## src/rtl/ann_pkg.sv

```systemverilog
`default_nettype none
// ============================================================================
// Module   : ann_pkg
// Brief    : Shared widths and state encoding for the neuron MAC datapath.
// Revision : 1.0 - initial release
// ============================================================================
package ann_pkg;

    localparam int c_data_w   = 4;
    localparam int c_weight_w = 4;
    localparam int c_acc_w    = 10;

    typedef enum logic [1:0] {
        IDLE = 2'd0,
        RUN  = 2'd1,
        DONE = 2'd2
    } mac_state_t;

endpackage
`default_nettype wire

```

## src/rtl/mac_acc.sv

```systemverilog
`default_nettype none
// ============================================================================
// Module   : mac_acc
// Brief    : Unsigned product-and-accumulate datapath with clear and enable.
// Revision : 1.0 - initial release
// ============================================================================
module mac_acc
    import ann_pkg::*;
#(
    parameter int DATA_W   = c_data_w,
    parameter int WEIGHT_W = c_weight_w,
    parameter int ACC_W    = c_acc_w
) (
    input  logic                clk,
    input  logic                rst_n,
    input  logic                clr,
    input  logic                en,
    input  logic [DATA_W-1:0]   y,
    input  logic [WEIGHT_W-1:0] w,
    output logic [ACC_W-1:0]    acc,
    output logic [ACC_W-1:0]    acc_nxt
);

    localparam int PROD_W = DATA_W + WEIGHT_W;

    logic [PROD_W-1:0] w_prod;
    logic [ACC_W-1:0]  r_acc;

    assign w_prod  = y * w;
    // acc_nxt is exposed so the final sample can be folded into the result register directly
    assign acc_nxt = r_acc + {{(ACC_W-PROD_W){1'b0}}, w_prod};
    assign acc     = r_acc;

    always_ff @(posedge clk or negedge rst_n) begin
        if (!rst_n) begin
            r_acc <= '0;
        end else if (clr) begin
            r_acc <= '0;
        end else if (en) begin
            r_acc <= acc_nxt;
        end
    end

endmodule
`default_nettype wire

```

## src/rtl/neuron_mac_seq.sv

```systemverilog
`default_nettype none
// ============================================================================
// Module   : neuron_mac_seq
// Brief    : Four-input sequential neuron MAC driving an upstream 4:1 mux select.
//            Optional threshold compare/fire output under NEURON_THRESH_EN.
// Revision : 1.0 - initial release
// ============================================================================
module neuron_mac_seq
    import ann_pkg::*;
#(
    parameter int DATA_W   = c_data_w,
    parameter int WEIGHT_W = c_weight_w,
    parameter int ACC_W    = c_acc_w
) (
    input  logic                  clk,
    input  logic                  rst_n,
    input  logic                  start,
    input  logic [4*WEIGHT_W-1:0] weights,
    output logic [1:0]            sel,
    input  logic [DATA_W-1:0]     y,
    output logic                  busy,
    output logic                  done,
    output logic [ACC_W-1:0]      sum
`ifdef NEURON_THRESH_EN
    ,
    input  logic [ACC_W-1:0]      thresh,
    output logic                  fire
`endif
);

    mac_state_t            r_state;
    logic [1:0]            r_idx;
    logic [4*WEIGHT_W-1:0] r_weights;
    logic                  r_busy;
    logic                  r_done;
    logic [ACC_W-1:0]      r_sum;
    logic                  w_accept;
    logic                  w_en;
    logic [WEIGHT_W-1:0]   w_wcur;
    logic [ACC_W-1:0]      w_acc;
    logic [ACC_W-1:0]      w_acc_nxt;

    assign w_accept = start && (r_state != RUN);
    assign w_en     = (r_state == RUN);
    assign w_wcur   = r_weights[int'(r_idx)*WEIGHT_W +: WEIGHT_W];

    // idx wraps 3->0 on the last RUN cycle, so it already reads 0 in IDLE and DONE
    assign sel  = r_idx;
    assign busy = r_busy;
    assign done = r_done;
    assign sum  = r_sum;

    mac_acc #(
        .DATA_W   (DATA_W),
        .WEIGHT_W (WEIGHT_W),
        .ACC_W    (ACC_W)
    ) u_mac_acc (
        .clk     (clk),
        .rst_n   (rst_n),
        .clr     (w_accept),
        .en      (w_en),
        .y       (y),
        .w       (w_wcur),
        .acc     (w_acc),
        .acc_nxt (w_acc_nxt)
    );

    always_ff @(posedge clk or negedge rst_n) begin
        if (!rst_n) begin
            r_state   <= IDLE;
            r_idx     <= 2'd0;
            r_weights <= '0;
            r_busy    <= 1'b0;
            r_done    <= 1'b0;
            r_sum     <= '0;
        end else begin
            case (r_state)
                IDLE, DONE: begin
                    r_done <= 1'b0;
                    if (start) begin
                        r_state   <= RUN;
                        r_idx     <= 2'd0;
                        r_weights <= weights;
                        r_busy    <= 1'b1;
                    end else begin
                        r_state <= IDLE;
                    end
                end
                RUN: begin
                    r_idx <= r_idx + 2'd1;
                    if (r_idx == 2'd3) begin
                        r_sum   <= w_acc_nxt;
                        r_done  <= 1'b1;
                        r_busy  <= 1'b0;
                        r_state <= DONE;
                    end
                end
                default: begin
                    r_state <= IDLE;
                end
            endcase
        end
    end

`ifdef NEURON_THRESH_EN
    logic r_fire;

    assign fire = r_fire;

    always_ff @(posedge clk or negedge rst_n) begin
        if (!rst_n) begin
            r_fire <= 1'b0;
        end else if (r_state == RUN && r_idx == 2'd3) begin
            r_fire <= (w_acc_nxt >= thresh);
        end
    end
`endif

    // Running accumulator value is only consumed through acc_nxt
    logic w_unused;
    assign w_unused = ^w_acc;

endmodule
`default_nettype wire
```

## config.mk

```make
export PLATFORM = sky130hd
export DESIGN_NAME = neuron_mac_seq
export DESIGN_NICKNAME = d
export VERILOG_FILES = /design/src/rtl/ann_pkg.sv /design/src/rtl/mac_acc.sv /design/src/rtl/neuron_mac_seq.sv
export SDC_FILE = /design/constraint.sdc
export NUM_CORES = 1
export LEC_CHECK = 0
export CORE_MARGIN = 2
export CORE_UTILIZATION = 54
export DETAILED_ROUTE_END_ITERATION = 12
export PLACE_DENSITY = 0.91
export SETUP_SLACK_MARGIN = 0.2
export SLEW_MARGIN = 40
export SYNTH_ARGS = -nofsm -noshare
export SYNTH_HDL_FRONTEND = slang
export SYNTH_SLANG_ARGS = --single-unit
```

## constraint.sdc

```tcl
create_clock -name clk -period 5.2 [get_ports clk]
set_clock_uncertainty 0.2 [all_clocks]
set_input_delay 0.52 -clock clk [delete_from_list [all_inputs] [get_ports clk]]
set_output_delay 0.52 -clock clk [all_outputs]
set_load 0.02 [all_outputs]
```

-- Word-level counts from Yosys, hierarchy flattened
Index checks and enable logic that the tools add are counted.
- register bits: 42
- input bits: 23
- output and inout bits: 14
- word-level logic and storage cells: 39
- $add $sub $neg: 2
- $mul: 1
- equality and inequality tests: 6
- shifts and indexed selects: 1
- mux-type cells: 12
- reductions and logical operators: 10
- operators by type and width (kind ; count):
    two-way mux 10 bit ; 2
    indexed part select 16 x 5 -> 4 bit ; 1
    adder 10 x 8 -> 10 bit ; 1
    multiplier 4 x 4 -> 8 bit ; 1
    case mux 2 bit (2 select lines) ; 2
    AND reduction 2 bit ; 4
    equality test 2 bit, second input constant ; 2
    two-way mux 1 bit ; 4
    two-way mux 2 bit ; 2
    != test 2 bit, second input constant ; 2
    case mux 1 bit (2 select lines) ; 2
    nonzero test 2 bit ; 2
    AND reduction 3 bit ; 1
    adder 2 x 1 -> 2 bit, second input constant ; 1
    equality test 2 x 1 -> 1 bit, second input constant ; 1
    logical NOT 2 bit ; 1
    != test 2 x 1 -> 1 bit, second input constant ; 1
    OR reduction 2 bit ; 1
    logical AND 1 bit ; 1

-- Logic depth before layout (Yosys ltp)
- depth in word-level cells: 5
- gate-level depth with buffers: 15
- depth with buffers taken out: 14

-- Hierarchy
From an unflattened synthesis, not the netlist that was laid out.
- cell total of the unflattened synthesis: 235
- area total of the unflattened synthesis: 2711.4 um2
- by module, submodules not included (module ; instances ; cells each ; area an instance (um2) ; seq. area each (um2)):
    neuron_mac_seq ; 1 ; 84 ; 1388.8 ; 800.8
    mac_acc ; 1 ; 151 ; 1322.5 ; 250.2

-- Least setup slack after synthesis
No wires, ideal clock.
- path type: reg-to-reg
- from: register r_idx[0] (netlist: sel[0])
- to: register u_mac_acc.r_acc[6] (netlist: u_mac_acc.acc[6])
- setup time: 0.134 ns
- arrival time: 3.805 ns
- data required time: 4.866 ns
- slack: 1.061 ns
- cell stages (with the launch flop): 14
- path buffers: 1
- clock period less this slack: 4.139 ns
- cell sequence: dfrtp_1 > buf_2 > mux4_2 > nand2_1 > fa_1 > fa_1 > fa_1 > inv_1 > ha_1 > o21ai_0 > o21bai_1 > a21oi_1 > xor2_1 > o21ai_0
- longest elaborated chain between the ends: 5
- ends and longest elaborated chain (element ; RTL line ; source):
    start, declared ; neuron_mac_seq.sv:32 ; logic [1:0] r_idx;
    start signal, assigned ; neuron_mac_seq.sv:90 ; r_idx <= r_idx + 2'd1;
    indexed part select 16 x 5 -> 4 bit ; neuron_mac_seq.sv:45 ; assign w_wcur = r_weights[int'(r_idx)*WEIGHT_W +: WEIGHT_W];
    multiplier 4 x 4 -> 8 bit ; mac_acc.sv:29 ; assign w_prod = y * w;
    adder 10 x 8 -> 10 bit ; mac_acc.sv:31 ; assign acc_nxt = r_acc + {{(ACC_W-PROD_W){1'b0}}, w_prod};
    two-way mux 10 bit ; mac_acc.sv:39 ; end else if (en) begin
    two-way mux 10 bit ; mac_acc.sv:37 ; end else if (clr) begin
    end signal, assigned ; mac_acc.sv:40 ; r_acc <= acc_nxt;
    end, declared ; mac_acc.sv:27 ; logic [ACC_W-1:0] r_acc;
Every way passes these cells. The select of a mux whose other input is x is not followed.
A chain may end at the register's enable or synchronous reset.

-- Final worst setup path
- from: register r_idx[0] (netlist: sel[0])
- to: register r_sum[6] (netlist: sum[6])
- longest elaborated chain between the ends: 3
- elaborated cells between the ends (all ways): 5
- classes of those cells: 1 x add/sub; 1 x mul; 1 x eq/ne; 1 x shift; 1 x reduce/logical
- ends and longest elaborated chain (element ; RTL line ; source):
    indexed part select 16 x 5 -> 4 bit ; neuron_mac_seq.sv:45 ;
    multiplier 4 x 4 -> 8 bit ; mac_acc.sv:29 ;
    adder 10 x 8 -> 10 bit ; mac_acc.sv:31 ;
    end signal, assigned ; neuron_mac_seq.sv:92 ; r_sum <= w_acc_nxt;
    end, declared ; neuron_mac_seq.sv:36 ; logic [ACC_W-1:0] r_sum;
Several ways; a longest one is shown, not always the timed one.

==> impl_metrics.json <==
{
  "yosys.area.top_type": "dfrtp_1",
  "avgViaCountPerCell": 5.49,
  "critPathLaunchType": "register",
  "synth_warnings": 0,
  "cts_hold_buf": 0,
  "dieWidth_um": 71.5,
  "wl_per_cell_um": 15.1,
  "gp_congestion": 0.931,
  "cts_resized": 0,
  "core_area_um2": 4380,
  "antenna_found_initial": 0,
  "min_path_type": "primary input to asynchronous set/reset pin",
  "cp-end-kind": "register",
  "hold_slack_ps": -11.5,
  "htreeDepth": 2,
  "synth_area_leaders": "dfrtp_1, ha_1, mux2_2",
  "hpwl_um": 3620,
  "synthSimpleGateAreaFrac_pct": 11.2,
  "cts.sinks": 42,
  "synth_compound_area_share_pct": 8.85,
  "rows": 24,
  "synth_adder_area_share_pct": 17.0,
  "synth.top_cell.area_share_pct": 42.7,
  "finalCritPeriodShare_pct": 82.4,
  "fill_cells": 325,
  "muxShareOfSynthArea_pct": 12.4,
  "insertedDiodeCount": 0,
  "worstPathArrival_ps": 4240,
  "drive_gt1_share_pct": 12.8,
  "period_needed_ps": 4290,
  "finalSetupTns_ps": 0,
  "grt_max_degree": 43,
  "worst_slew_pin_slew_ps": 616,
  "synth_nets": 272,
  "ys_ff_latch": 42,
  "syn_to_final_growth_pct": 20.3,
  "met1_length_um": 1920,
  "crit_type": "register to register",
  "die_h_um": 71.5,
  "synth_edf_count": 0,
  "rsz0062_at_grt": "no",
  "drtIter0Drc": 89,
  "clockRootBuffer": "clkbuf_8",
  "worst_path_most_repeated_cell": "fa_1",
  "wl_met2_um": 2460,
  "drt_first_pass_iters": 4,
  "wl_um": 4680,
  "ant_nets": 0,
  "drc_errors": 0,
  "cts_setup_buffers": 0,
  "critical_path.cell_chain": "mux4_2, nand2_1, fa_1, fa_1, fa_1, inv_1, ha_1, a211oi_1, o21bai_1, a21oi_1, xor2_1, o21ai_0",
  "cp.required_ps": 5150,
  "clk_latency_ps": 290,
  "max_freq_mhz": 233,
  "synth-async-reset-ratio_pct": 100,
  "synth_common_cells": "dfrtp_1, inv_1, nand2_1",
  "io_pins": 37,
  "final_max_slew_viol_count": 0,
  "syn_inst": 221,
  "clock_path_buffers": 2,
  "hold_viol": 14,
  "violations": "hold timing",
  "finalSetupViolations": 0,
  "status": "finished, violations left",
  "synthFlopType": "dfrtp_1",
  "grt_pass1_wl_um": 8200,
  "grt_pass1_vias": 1810,
  "ys_types": 30,
  "vias": 1696,
  "port_buffers": 36,
  "seq_area_frac_synth_pct": 42.7,
  "syn_area_per_cell_um2": 11.1,
  "crit_slowest_cell": "mux4_2",
  "maxSlewHeadroom_pct": 58.9,
  "die_area_um2": 5110,
  "overflow": 0,
  "yosys.cell_count.top_type": "dfrtp_1",
  "grt_usage_pct": 20.5,
  "cpPeakStageDelay_ps": 580,
  "met3_length_um": 172,
  "numCtsBuffers": 5,
  "r2r_slack_ps": 910,
  "cts_tree": "done",
  "synthXorXnorAreaFrac_pct": 2.49,
  "final_nets": 308,
  "routed.top_layer": "met4",
  "synth_top_family_by_area": "adder cells",
  "cp_max_fo": 7,
  "start_util_pct": 56.1,
  "cap_violations": 0,
  "path_clk_slew_ps": 80,
  "syn-cell-area_um2": 2460
}
## flip-flops by register name, indices dropped and copies added, names as in the netlist
name,flops
done,1
busy,1
r_state,2
u_mac_acc.acc,10
sel,2
r_weights,16
sum,10
## path summary, 6_finish.rpt
check | from | to | cells past startpoint
setup / recovery | sel[0]$_DFFE_PN0P_ | sum[6]$_DFFE_PN0P_ | 12
hold / removal | rst_n | u_mac_acc.acc[7]$_DFFE_PN0P_ | 1
setup reg to reg | sel[0]$_DFFE_PN0P_ | sum[6]$_DFFE_PN0P_ | 12
hold reg to reg | done$_DFFE_PN0P_ | done$_DFFE_PN0P_ | 2
max in group asynchronous | rst_n | r_weights[6]$_DFFE_PN0P_ | 1
min in group clk | done$_DFFE_PN0P_ | done$_DFFE_PN0P_ | 2
## metal layers
layer | vias up | track usage [%]
met2 | 43 | 35.2
li1 | 816 | -
met4 | 0 | 7.97
met1 | 827 | 25.2
met5 | - | 0
met3 | 10 | 4.64
## area by class of cell
class,count,area [um2],area share [%]
inverter,24,90.1,3.04
tap,52,65.1,2.20
timing repair buffer,37,365,12.3
multi-input combinational,147,1280,43.1
sequential,42,1050,35.5
clock buffer,6,82.6,2.79
clock inverter,1,30.0,1.01
## stage by stage
step,cells,setup slack (ps),cell area (um2),util [%]
after floorplan,221,1060,2460,-
after global placement,302,1050,2850,64.9
after detailed placement,302,906,2850,65.0
after CTS,309,898,2960,67.5
after global routing,309,611,2960,67.5
final,309,913,2960,67.5
## kinds of logic after synthesis
kind of cell / after synthesis
XOR/XNOR: 7
AND/OR/NAND/NOR: 54
multiplexers: 23
buffers and inverters: 32
flip-flops: 42
AO/OA/AOI/OAI: 35
adder cells (fa/ha/maj): 28
## worst max-delay path, delay by kind of cell (launching register included)
kind            cells  cell delay (ps)
mux                 1              580
compound gates      4              740
simple gates        1              120
flops               1              550
xor+xnor            1              200
buf+inv             1               40
fa+ha+maj           4             1720
## placed cells by master (no fill, tap or decap)
cell type        synthesis  layout
o21ai_1                  1       1
o21a_1                   1       1
o22ai_2                  1       1
xor2_1                   7       7
o21bai_1                 2       2
and2_1                  12      12
o211ai_1                 3       3
a21o_1                   1       1
buf_4                    2       2
ha_1                    19      19
nand2b_1                 3       3
clkbuf_8                 0       6
a2111o_1                 1       1
a21oi_1                  5       5
o31ai_1                  1       1
bufinv_16                0       1
o21ai_0                 16      16
or3_1                    4       4
clkdlybuf4s50_1          0      35
a22o_1                   1       1
nand3b_1                 5       5
nor2_1                   6       6
mux4_2                   4       4
nand2_1                 22      22
nor2b_1                  1       1
and2b_1                  1       1
dfrtp_1                 42      42
a211oi_1                 2       2
fa_1                     9       9
mux2_2                  19      19
inv_1                   24      24
Power is left out: the tool's default activity adds up to more than one toggle a clock period on the data nets, which glitch-free logic cannot reach.
